`config.mk`:
```
export PLATFORM = sky130hd
export DESIGN_NAME = softex_cast_out_packer
export DESIGN_NICKNAME = d
export VERILOG_FILES = /design/src/rtl/softex_cast_out_packer.sv
export SDC_FILE = /design/constraint.sdc
export NUM_CORES = 1
export LEC_CHECK = 0
export ABC_CLOCK_PERIOD_IN_PS = 3000
export BUFFER_PORTS_ARGS = -buffer_cell sky130_fd_sc_hd__buf_2
export CORE_MARGIN = 2
export CORE_UTILIZATION = 55
export DETAILED_ROUTE_END_ITERATION = 16
export PLACE_DENSITY_LB_ADDON = 0.3
export SETUP_SLACK_MARGIN = 0.05
export SYNTH_ARGS = -nofsm -noshare
export SYNTH_HDL_FRONTEND = slang
export SYNTH_SLANG_ARGS = --single-unit
```
`constraint.sdc`:
```
create_clock -name clk_i -period 3 [get_ports clk_i]
set_input_delay 0.3 -clock clk_i [delete_from_list [all_inputs] [get_ports clk_i]]
set_output_delay 0.3 -clock clk_i [all_outputs]
set_load 0.02 [all_outputs]
```
`src/rtl/softex_cast_out_packer.sv`:
```
// Packs PACK narrow cast-integer beats into one DATA_WIDTH word, with flush of partial words
// and a combinational bypass when packing is disabled.
module softex_cast_out_packer #(
  parameter int unsigned DATA_WIDTH = 32,
  parameter int unsigned FP_WIDTH   = 16,
  parameter int unsigned INT_WIDTH  = 8
) (
  input  logic                    clk_i,
  input  logic                    rst_i,
  input  logic                    clear_i,
  input  logic                    enable_i,
  input  logic                    flush_i,
  input  logic                    stream_i_valid_i,
  output logic                    stream_i_ready_o,
  input  logic [DATA_WIDTH-1:0]   stream_i_data_i,
  input  logic [DATA_WIDTH/8-1:0] stream_i_strb_i,
  output logic                    stream_o_valid_o,
  input  logic                    stream_o_ready_i,
  output logic [DATA_WIDTH-1:0]   stream_o_data_o,
  output logic [DATA_WIDTH/8-1:0] stream_o_strb_o,
  output logic                    idle_o
);

  localparam int unsigned PACK   = FP_WIDTH / INT_WIDTH;
  localparam int unsigned W_IN   = DATA_WIDTH * INT_WIDTH / FP_WIDTH;
  localparam int unsigned S_IN   = W_IN / 8;
  localparam int unsigned STRB_W = DATA_WIDTH / 8;
  localparam int unsigned CNT_W  = (PACK > 1) ? $clog2(PACK) : 1;
  localparam logic [CNT_W-1:0] LAST_SLOT = CNT_W'(PACK - 1);

  logic [CNT_W-1:0]      cnt_q, cnt_d, cnt_acc;
  logic [DATA_WIDTH-1:0] buf_data_q, buf_data_d, buf_data_m;
  logic [STRB_W-1:0]     buf_strb_q, buf_strb_d, buf_strb_m;
  logic [DATA_WIDTH-1:0] out_data_q, out_data_d;
  logic [STRB_W-1:0]     out_strb_q, out_strb_d;
  logic                  out_valid_q, out_valid_d;
  logic                  flush_pend_q, flush_pend_d;

  logic out_free, pack_ready, accept, complete, flush_req, flush_load, load;

  assign out_free   = !out_valid_q || stream_o_ready_i;
  assign pack_ready = out_free && !flush_pend_q;
  assign accept     = stream_i_valid_i && pack_ready;
  assign complete   = accept && (cnt_q == LAST_SLOT);
  assign flush_req  = flush_i || flush_pend_q;

  // Fill buffer as it looks after this cycle's accept; both the completing load and a
  // flush take their word from here so a same-cycle beat is never lost.
  always_comb begin
    buf_data_m = buf_data_q;
    buf_strb_m = buf_strb_q;
    for (int i = 0; i < int'(PACK); i++) begin
      if (accept && (cnt_q == CNT_W'(i))) begin
        buf_data_m[i*W_IN +: W_IN] = stream_i_data_i[W_IN-1:0];
        buf_strb_m[i*S_IN +: S_IN] = stream_i_strb_i[S_IN-1:0];
      end
    end
  end

  assign cnt_acc    = complete ? '0 : (accept ? cnt_q + CNT_W'(1) : cnt_q);
  assign flush_load = flush_req && out_free && !complete && (cnt_acc != '0);
  assign load       = complete || flush_load;

  always_comb begin
    cnt_d        = cnt_acc;
    buf_data_d   = buf_data_m;
    buf_strb_d   = buf_strb_m;
    out_data_d   = out_data_q;
    out_strb_d   = out_strb_q;
    out_valid_d  = out_valid_q && !stream_o_ready_i;
    // A flush that cannot run yet is remembered; it resolves on the first free cycle.
    flush_pend_d = flush_req && !out_free;
    if (load) begin
      out_data_d  = buf_data_m;
      out_strb_d  = buf_strb_m;
      out_valid_d = 1'b1;
      cnt_d       = '0;
      buf_data_d  = '0;
      buf_strb_d  = '0;
    end
  end

  always_ff @(posedge clk_i or posedge rst_i) begin
    if (rst_i) begin
      cnt_q        <= '0;
      buf_data_q   <= '0;
      buf_strb_q   <= '0;
      out_data_q   <= '0;
      out_strb_q   <= '0;
      out_valid_q  <= 1'b0;
      flush_pend_q <= 1'b0;
    end else if (clear_i) begin
      cnt_q        <= '0;
      buf_data_q   <= '0;
      buf_strb_q   <= '0;
      out_data_q   <= '0;
      out_strb_q   <= '0;
      out_valid_q  <= 1'b0;
      flush_pend_q <= 1'b0;
    end else if (enable_i) begin
      cnt_q        <= cnt_d;
      buf_data_q   <= buf_data_d;
      buf_strb_q   <= buf_strb_d;
      out_data_q   <= out_data_d;
      out_strb_q   <= out_strb_d;
      out_valid_q  <= out_valid_d;
      flush_pend_q <= flush_pend_d;
    end
  end

  assign stream_i_ready_o = enable_i ? pack_ready  : stream_o_ready_i;
  assign stream_o_valid_o = enable_i ? out_valid_q : stream_i_valid_i;
  assign stream_o_data_o  = enable_i ? out_data_q  : stream_i_data_i;
  assign stream_o_strb_o  = enable_i ? out_strb_q  : stream_i_strb_i;
  assign idle_o           = (cnt_q == '0) && !out_valid_q && !flush_pend_q;

endmodule

```
==> metrics.md, run 1 <==
| Metric | Value |
|---|---|
| Vias in the first global route | 2880 |
| Via Count | 3007 |
| Synthesis warning total | 0 |
| Initial cell density of the core | 57.2% |
| Root buffer cell | clkbuf_8 |
| Syn_nets | 414 |
| Unrepaired setup endpoints after global routing | false |
| Logic pwr share | 20.0% |
| Final Hold Viols | 0 |
| 1st-iter DRT viols | 146 |
| Initial antenna violation count | 0 |
| Bufs and invs on worst path | 0 |
| Synth-to-layout area growth | 13.1% |
| Int Pwr | 0.00159 W |
| Die Area | 8290 um^2 |
| CTS tree | built |
| Slew Viols, Final | 0 |
| Hold slack final | 0.253 ns |
| HP Start | stream_o_ready_i |
| CP Class | flip-flop to flip-flop |
| Syn avg cell area | 11.3 um^2 |
| CP max FO | 18 |
| CTS buffer count | 9 |
| Async set-reset flop share out of synthesis | 100% |
| H-tree depth | 3 |
| Commonest non-fill, non-tap cells in the layout | 81 x buf_2, 75 x dfrtp_1, 55 x mux2_2 |
| Flops & latches, synth | 75 |
| Pwr/cell area | 475 nW/um^2 |
| Post-DP HPWL | 5.73 mm |
| DR WL/cell | 16.5 um |
| Core area | 7290 um^2 |
| Sequential power share | 47.8% |
| Number of enable flip-flop cells after synthesis | 0 |
| Port buffer count | 81 |
| Pin count of the biggest net entering global routing | 40 |
| Met1 global-route usage | 32.6% |
| Longest Clk Path Bufs | 2 |
| Setup crit end kind | flip-flop |
| Worst-Margin Slew | 1.11 ns |
| Clk_lat worst skew | 0.35 ns |
| Post-cts repair resize count | 0 |
| Count of final setup violators | 0 |
| ANT cells | 0 |
| Critical Path Source Type | flip-flop |
| Worst EP required | 3.27 ns |
| Clock-pin slew on the worst setup and hold paths | 0.07 ns |
| Slew HR | 25.8% |
| Min cycle time layout | 2.52 ns |
| Met2 Track Usage GR | 32.2% |
| Die width | 91.1 um |
| Critical path arrival | 2.79 ns |
| GPL Wtd Cong | 0.742 |
| Cell count after synthesis | 369 |
| # rows | 31 |
| Post-route DRC violation count | 0 |
| Routed Antenna Nets | 0 |
| Netlist cell types | 30 |
| Leak pwr | 2.20 nW |
| CTS Sinks | 75 |
| Status | finished clean |
| GRT Max-Usage Layer | met1 |
| Final WL | 8.86 mm |
| Vias per cell | 5.60 |
| Global-route met3 utilization | 4.07% |
| Setup TNS | 0 ns |
| Fin nets | 479 |
| CP top delay family | adder cells |
| Critical-path top delay cell | ha_1 |
| Global-route wire length before repair | 14.5 mm |
| Ys flop type | dfrtp_1 |
| Ports | 82 |
| Die H | 91.1 um |
| Clock share of power | 32.2% |
| Worst R2R Start | out_valid_q |
| NetSw | 0.000649 W |
| F_max | 0.397 GHz |
| HP Class | input pin to flip-flop |
| Max_cap viols | 0 |
| Worst VDD drop | 0.238 mV |
| Critical-path cell list | nand2b_1, and3b_1, ha_1, mux2i_1, a2111o_1, a21oi_1 |
| Switching share of total power | 29.0% |
| Commonest non-fill, non-tap cell in the layout | buf_2 |
| Tcrit/Tclk final | 84.0% |
| CP startpoint | out_valid_q |
| Final Skew | 0.00852 ns |
| Total GRT Usage | 21.8% |
| Mapped cell area | 4170 um^2 |
| Share of layout cells above drive strength 1 | 38.1% |
| Largest stage delay, worst path | 0.90 ns |
| Overflow after GRT | 0 |
| DRT Pass-1 Iters | 4 |
| Register area share after synthesis | 45.0% |
-- cells in the mapped netlist, types with 9 or more instances --
cell	count	area (um^2)
a2111o_1	17	191
a221oi_1	18	158
a21oi_1	21	105
mux2i_1	36	360
dfrtp_1	75	1880
clkbuf_1	9	33.8
buf_6	9	101
and2_1	18	113
nor2b_1	19	119
buf_2	12	60.1
nor2_1	37	139
mux2_2	55	619
nand2_1	19	71.3
-- worst register-to-register path, delay by kind of cell, from the launching register on --
kind            cells  cell delay [ns]
fa+ha+maj           1             0.90
compound gates      2             0.56
flops               1             0.42
simple gates        2             0.29
mux                 1             0.27
-- power groups by stage --
stage | clock [W] | combinational (W) | sequential (W)
after floorplan | 0 | 0.000341 | 0.00108
after global placement | 0 | 0.000443 | 0.00109
after detailed placement | 0 | 0.000448 | 0.00109
after CTS | 0.000726 | 0.000451 | 0.00107
after global routing | 0.000775 | 0.000486 | 0.00107
final | 0.000721 | 0.000446 | 0.00107
-- final cells by class --
type                    instances  area, um^2
flip-flops and latches         75        1880
clock inverters                 2        10.0
repair buffers                 88         460
fillers                       604        2580
well taps                      99         124
clock buffers                  13         169
multi-input cells             256        2060
inverters                       4        15.0
-- sequential cells by signal (all words and copies together) (netlist names) --
register,count
out_valid_q,1
flush_pend_q,1
buf_data_q,32
buf_strb_q,4
out_data_q,32
out_strb_q,4
cnt_q,1
-- logic make-up (layout without fill, tap and decap cells) --
| family | after synthesis | in the layout | synth area share, % |
|---|---|---|---|
| buffers and inverters | 38 | 107 | 5.67 |
| multiplexers | 91 | 91 | 23.5 |
| AND/OR/NAND/NOR | 98 | 98 | 11.5 |
| flip-flops | 75 | 75 | 45.0 |
| AO/OA/AOI/OAI | 65 | 65 | 13.7 |
| adder cells (fa/ha/maj) | 2 | 2 | 0.600 |
-- final timing paths --
kind                                   to  slack (ns)  cells past startpoint
setup / recovery           buf_data_q[14]        0.48                      6
hold / removal                out_valid_q        0.25                      4
setup reg to reg           buf_data_q[14]        0.48                      6
hold reg to reg            buf_data_q[17]        0.49                      1
max in group asynchronous  buf_data_q[25]        1.71                      4
min in group asynchronous  out_data_q[28]        0.48                      3
-- per-layer routing --
metal	up-vias	share of wire, %
met4	0	0.81
met2	88	46
met1	1456	47
met5	-	0
met3	8	6.0
li1	1455	-
-- timing repair --
| item | in CTS | in global routing |
|---|---|---|
| hold buffers | 1 | 0 |
| endpoints found under the setup margin | 0 | 0 |
| endpoints found under the hold margin | 18 | 0 |
| buffers inserted | 0 | 0 |
-- per-stage QoR --
stage	setup WS, ns	utilization (%)	cell area [um^2]	total power (W)	instances
2_1_floorplan	0.547	-	4170	0.00142	369
3_3_place_gp	0.532	62.1	4530	0.00153	521
3_5_place_dp	0.477	62.1	4530	0.00154	521
4_1_cts	0.489	64.7	4710	0.00225	537
5_1_grt	0.251	64.7	4710	0.00234	537
6_report	0.481	64.7	4710	0.00224	537
No activity file was read; power rests on OpenSTA's default activity.
==> inputs of run 2 (changes only) <==
ABC_CLOCK_PERIOD_IN_PS = 2000   (was 3000)
CORE_UTILIZATION = 50   (was 55)
clock period = 2 ns   (was 3 ns; I/O delays follow)
==> metrics.md, run 2 (synthesized netlist as in run 1, its figures left out) <==
| Metric | Value |
|---|---|
| Violated checks | negative setup slack |
| CTS tree | built |
| Clock-pin slew on the worst setup and hold paths | 0.07 ns (about the same) |
| Initial antenna violation count | 0 (unchanged) |
| Vias in the first global route | 2924 (+1.5%) |
| Longest Clk Path Bufs | 2 (unchanged) |
| Ports | 82 (unchanged) |
| Total power | 0.00365 W (+63%) |
| DR WL/cell | 17.4 um (+5.4%) |
| Synth-to-layout area growth | 25.5% |
| DRT Pass-1 Iters | 4 (unchanged) |
| Pin count of the biggest net entering global routing | 40 (unchanged) |
| Initial cell density of the core | 51.3% (-5.9 points) |
| CP Class | flip-flop to flip-flop |
| CP max FO | 19 (+1) |
| Max_cap viols | 0 (unchanged) |
| Final WL | 9.81 mm (+11%) |
| Die Area | 9090 um^2 (+9.6%) |
| Post-DP HPWL | 6.23 mm (+8.8%) |
| Critical-path top delay cell | dfrtp_1 |
| Setup crit end kind | flip-flop |
| Via Count | 3157 (+5.0%) |
| Final Skew | 0.00769 ns (-0.000835 ns) |
| Total GRT Usage | 21.7% (-0.076 points) |
| Pwr/cell area | 697 nW/um^2 (+47%) |
| Post-route DRC violation count | 0 (unchanged) |
| Global-route wire length before repair | 15.0 mm (+3.9%) |
| Critical Path Source Type | flip-flop |
| Port buffer count | 81 (unchanged) |
| ANT cells | 0 (unchanged) |
| 1st-iter DRT viols | 109 (-25%) |
| Fin nets | 500 (+4.4%) |
| Root buffer cell | clkbuf_8 |
| Clk_lat worst skew | 0.35 ns (about the same) |
| Count of final setup violators | 1 (+1) |
| Final Hold Viols | 0 (unchanged) |
| Setup TNS | -0.000489 ns (-0.000489 ns) |
| Vias per cell | 5.60 (about the same) |
| CTS buffer count | 9 (unchanged) |
| Share of layout cells above drive strength 1 | 46.6% (+8.5 points) |
| Tcrit/Tclk final | 100% (+16 points) |
| Worst VDD drop | 0.371 mV (+56%) |
| Worst EP required | 2.23 ns (-1.04 ns) |
| Unrepaired setup endpoints after global routing | true |
| Final WS setup | -0.000489 ns (-0.481 ns) |
| GPL Wtd Cong | 0.801 (+7.9%) |
| Fillers | 628 (+4.0%) |
| Die width | 95.3 um (+4.7%) |
| Worst-Margin Slew | 0.615 ns (-0.498 ns) |
| Overflow after GRT | 0 (unchanged) |
| Core area | 8130 um^2 (+12%) |
| HP Class | input pin to flip-flop |
| Slew Viols, Final | 0 (unchanged) |
| Die H | 95.3 um (+4.7%) |
| F_max | 0.500 GHz (+26%) |
| Largest stage delay, worst path | 0.37 ns (-0.53 ns) |
| Slew HR | 58.9% (+33 points) |
| Status | finished with violations |
| Commonest non-fill, non-tap cells in the layout | 81 x buf_2, 75 x dfrtp_1, 55 x mux2_2 |
| Critical path arrival | 2.23 ns (-0.56 ns) |
| H-tree depth | 3 (unchanged) |
| CTS Sinks | 75 (unchanged) |
| Critical-path cell list | nand2b_1, and3b_2, buf_4, ha_4, and2_4, a31oi_4, buf_12, mux2_2 |
| Top flop regs | buf_data_q x32, out_data_q x32 |
| Routed Antenna Nets | 0 (unchanged) |
| Area after DPL | 4770 um^2 (+5.4%) |
| Commonest non-fill, non-tap cell in the layout | buf_2 |
| # rows | 33 (+6.5%) |
| Leak pwr | 2.37 nW (+7.9%) |
| Design Area, Final | 5230 um^2 (+11%) |
| Min cycle time layout | 2.00 ns (-0.519 ns) |
[run 2: cell count changes in the layout (fill, tap and decap cells not counted), sizes merged]
cell / before / now
inv: 4 / 3
bufinv: 0 / 1
clkinvlp: 0 / 1
clkbuf: 13 / 14
clkinv: 2 / 1
buf: 87 / 107
[run 2: critical path, delay by kind of cell (launching register included)]
kind | cells | cell delay (ns)
buf+inv | 2 | 0.33
mux | 1 | 0.35
compound gates | 1 | 0.16
flops | 1 | 0.37
fa+ha+maj | 1 | 0.17
simple gates | 3 | 0.50
[run 2: worst paths after layout]
kind                                       start        endpoint  slack, ns  depth (start not counted)
worst min register to register    buf_data_q[27]  buf_data_q[27]       0.49                          1
min in group asynchronous                  rst_i  buf_data_q[14]       0.45                          3
max in group asynchronous                  rst_i  out_data_q[19]       0.86                          4
worst min-delay path            stream_o_ready_i     out_valid_q       0.15                          4
worst max register to register       out_valid_q  out_data_q[19]    -0.0005                          8
worst max-delay path                 out_valid_q  out_data_q[19]    -0.0005                          8
[run 2: layout make-up]
| type | count | area (um^2) | area share (%) |
|---|---|---|---|
| inverters | 4 | 18.8 | 0.359 |
| repair buffers | 109 | 734 | 14.0 |
| flip-flops and latches | 75 | 1880 | 35.9 |
| well taps | 105 | 131 | 2.51 |
| multi-input cells | 256 | 2280 | 43.5 |
| clock inverters | 2 | 35.0 | 0.670 |
| clock buffers | 13 | 159 | 3.04 |
[run 2: stage by stage]
step	instances	util [%]	hold slack (ns)	worst slack [ns]
finish	564	64.3	0.151	-0.000489
global route	564	64.3	0.158	-0.0474
CTS	556	61.7	0.141	0.0379
detailed placement	538	58.6	0.288	-0.0794
global placement	538	58.6	0.279	-0.0159
floorplan	369	-	0.381	-0.272
[run 2: report_power, final]
group          leakage (nW)  total [W]  internal, W  switching (W)
logic                  1.24   0.000865     0.000378       0.000487
registers              1.04    0.00161      0.00157      0.0000347
clock network        0.0995    0.00117     0.000637       0.000535
total                  2.37    0.00365      0.00259        0.00106
[run 2: layer usage]
layer,part of all wire (%),global-route usage [%]
met1,46,31.4
met2,47,32.7
met3,5.5,4.43
met4,1.6,7.25
met5,0,0
[run 2: timing repair]
action / CTS / global route
resized for setup: 5 / 19
gates cloned: 0 / 1
hold buffers: 1 / 0
endpoints found under the setup margin: 19 / 54
buffers inserted: 2 / 7
endpoints found under the hold margin: 22 / 0
pin swaps: 0 / 23
==> inputs of run 3 (changes only) <==
BUFFER_PORTS_ARGS = default   (was -buffer_cell sky130_fd_sc_hd__buf_2)
CORE_UTILIZATION = 55   (was 50)
DONT_BUFFER_PORTS = 1   (was default)
SLEW_MARGIN = 25   (was default)
==> metrics.md, run 3 (synthesized netlist as in run 1, its figures left out) <==
| Metric | Value |
|---|---|
| Status | finished clean |
| Pwr/cell area | 773 nW/um^2 (+11%) |
| Clock share of power | 38.4% (+6.2 points) |
| Fillers | 580 (-7.6%) |
| Top flop regs | buf_data_q x32, out_data_q x32 |
| CTS tree | built |
| CP max FO | 8 (-11) |
| Tcrit/Tclk final | 97.9% (-2.1 points) |
| Worst EP required | 2.28 ns (+0.05 ns) |
| CP Class | flip-flop to flip-flop |
| Critical Path Source Type | flip-flop |
| NetSw | 0.00101 W (-4.7%) |
| Fin nets | 417 (-17%) |
| Final Skew | 0.00457 ns (-0.00312 ns) |
| Post-route DRC violation count | 0 (unchanged) |
| Share of layout cells above drive strength 1 | 36.3% (-10 points) |
| Leak pwr | 2.02 nW (-15%) |
| Commonest non-fill, non-tap cell in the layout | dfrtp_1 |
| Total GRT Usage | 22.9% (+1.1 points) |
| Vias in the first global route | 2730 (-6.6%) |
| Die Area | 8290 um^2 (-8.7%) |
| Slew Viols, Final | 0 (unchanged) |
| CTS Sinks | 75 (unchanged) |
| Global-route wire length before repair | 14.9 mm (-0.88%) |
| Sequential power share | 43.1% (-1.0 points) |
| Worst-Margin Slew | 0.641 ns (+0.0257 ns) |
| DRT Pass-1 Iters | 4 (unchanged) |
| Min cycle time layout | 1.96 ns (-0.0415 ns) |
| Critical path arrival | 2.23 ns (about the same) |
| GPL Wtd Cong | 0.809 (+1.0%) |
| Commonest non-fill, non-tap cells in the layout | 75 x dfrtp_1, 50 x mux2_2, 37 x nor2_1 |
| Synth-to-layout area growth | 15.9% |
| Final core occ | 66.3% (+1.9 points) |
| CTS buffer count | 9 (unchanged) |
| Final WL | 9.55 mm (-2.6%) |
| H-tree depth | 3 (unchanged) |
| HP Class | input pin to flip-flop |
| Unrepaired setup endpoints after global routing | true |
| Max_cap viols | 0 (unchanged) |
| Ports | 82 (unchanged) |
| ANT cells | 0 (unchanged) |
| Die H | 91.1 um (-4.5%) |
| Longest Clk Path Bufs | 2 (unchanged) |
| Initial cell density of the core | 57.2% (+5.9 points) |
| Slew HR | 56.9% (-2.0 points) |
| Setup TNS | 0 ns (+0.000489 ns) |
| Root buffer cell | clkbuf_8 |
| Post-DP HPWL | 5.82 mm (-6.7%) |
| Final Hold Viols | 0 (unchanged) |
| Count of final setup violators | 0 (-1) |
| Multi-input logic area | 2270 um^2 (-0.16%) |
| Clk_lat worst skew | 0.35 ns (about the same) |
| FF+latch area | 1880 um^2 (unchanged) |
| F_max | 0.510 GHz (+2.1%) |
| Overflow after GRT | 0 (unchanged) |
| Via Count | 2843 (-9.9%) |
| Die width | 91.1 um (-4.5%) |
| Vias per cell | 5.97 (+6.7%) |
| Initial antenna violation count | 0 (unchanged) |
| Switching share of total power | 27.0% (-2.0 points) |
| Port buffer count | 0 (-100%) |
| Int Pwr | 0.00273 W (+5.4%) |
| Pin count of the biggest net entering global routing | 51 (+28%) |
| Clock-pin slew on the worst setup and hold paths | 0.08 ns (about the same) |
| Logic pwr share | 18.5% (-5.2 points) |
| Routed Antenna Nets | 0 (unchanged) |
| Worst VDD drop | 0.417 mV (+12%) |
| # rows | 31 (-6.1%) |
| Core area | 7290 um^2 (-10%) |
| 1st-iter DRT viols | 129 (+18%) |
| Setup crit end kind | flip-flop |
| DR WL/cell | 20.1 um (+15%) |
[run 3: cell types whose count changed in the layout (fill, tap and decap cells not counted), sizes merged]
cell,change
clkbuf,-4
bufinv,+2
dlygate4sd3,+1
clkinv,-1
clkinvlp,+3
buf,-83
[run 3: final cells by class]
cell class | instances | share of cell area, %
clock inverter | 6 | 2.33
timing repair buffer | 26 | 5.98
inverter | 4 | 0.388
multi-input combinational | 256 | 47.0
sequential | 75 | 38.8
clock buffer | 10 | 2.85
tap | 99 | 2.56
[run 3: stage by stage]
step	instances	power [W]	instance area (um^2)	worst slack (ns)	hold slack (ns)
CTS	470	0.00368	4630	0.0465	0.0161
global placement	447	0.00222	4300	-0.00727	0.182
global route	476	0.00389	4830	-0.0570	0.00165
detailed placement	447	0.00223	4300	-0.0721	0.183
finish	476	0.00373	4830	0.0410	0.0273
floorplan	369	0.00219	4310	-0.272	0.381
[run 3: routing by layer]
metal / up-vias / global-route usage [%] / part of all wire, %
met3: 6 / 5.56 / 6.4
met5: - / 0 / 0
met1: 1401 / 35.0 / 46
met2: 93 / 32.2 / 47
li1: 1343 / - / -
met4: 0 / 6.69 / 0.77
[run 3: path summary, 6_finish.rpt]
path	from	to	slack, ns	cells after the start
worst max-delay path	out_valid_q	buf_data_q[9]	0.04	7
worst min-delay path	clear_i	cnt_q	0.03	1
worst max register to register	out_valid_q	buf_data_q[9]	0.04	7
max in group asynchronous	rst_i	out_data_q[9]	0.98	3
min in group asynchronous	rst_i	buf_data_q[15]	0.42	2
worst min register to register	buf_data_q[29]	buf_data_q[29]	0.49	1
[run 3: critical path, stage by stage, from the launching register on]
cell and delay [ns]:
dfrtp_1 0.35, nand2b_1 0.08, and3b_2 0.24, ha_4 0.27, o21ba_4 0.19, buf_4 0.18, a2111o_1 0.44, a21oi_2 0.14
[run 3: repair_timing]
item / CTS / global route
cloned: 0 / 0
setup buffers: 4 / 6
gates resized for setup: 1 / 33
hold buffers: 3 / 0
endpoints found under the setup margin: 18 / 55
endpoints found under the hold margin: 63 / 0
pin swaps: 1 / 9
[run 3: power groups by stage]
| stage | clock network [W] | logic (W) | registers, W |
|---|---|---|---|
| after CTS | 0.00144 | 0.000625 | 0.00161 |
| after global routing | 0.00153 | 0.000738 | 0.00161 |
| final | 0.00144 | 0.000691 | 0.00161 |
| after detailed placement | 0 | 0.000589 | 0.00164 |
| after floorplan | 0 | 0.000561 | 0.00163 |
| after global placement | 0 | 0.000581 | 0.00163 |
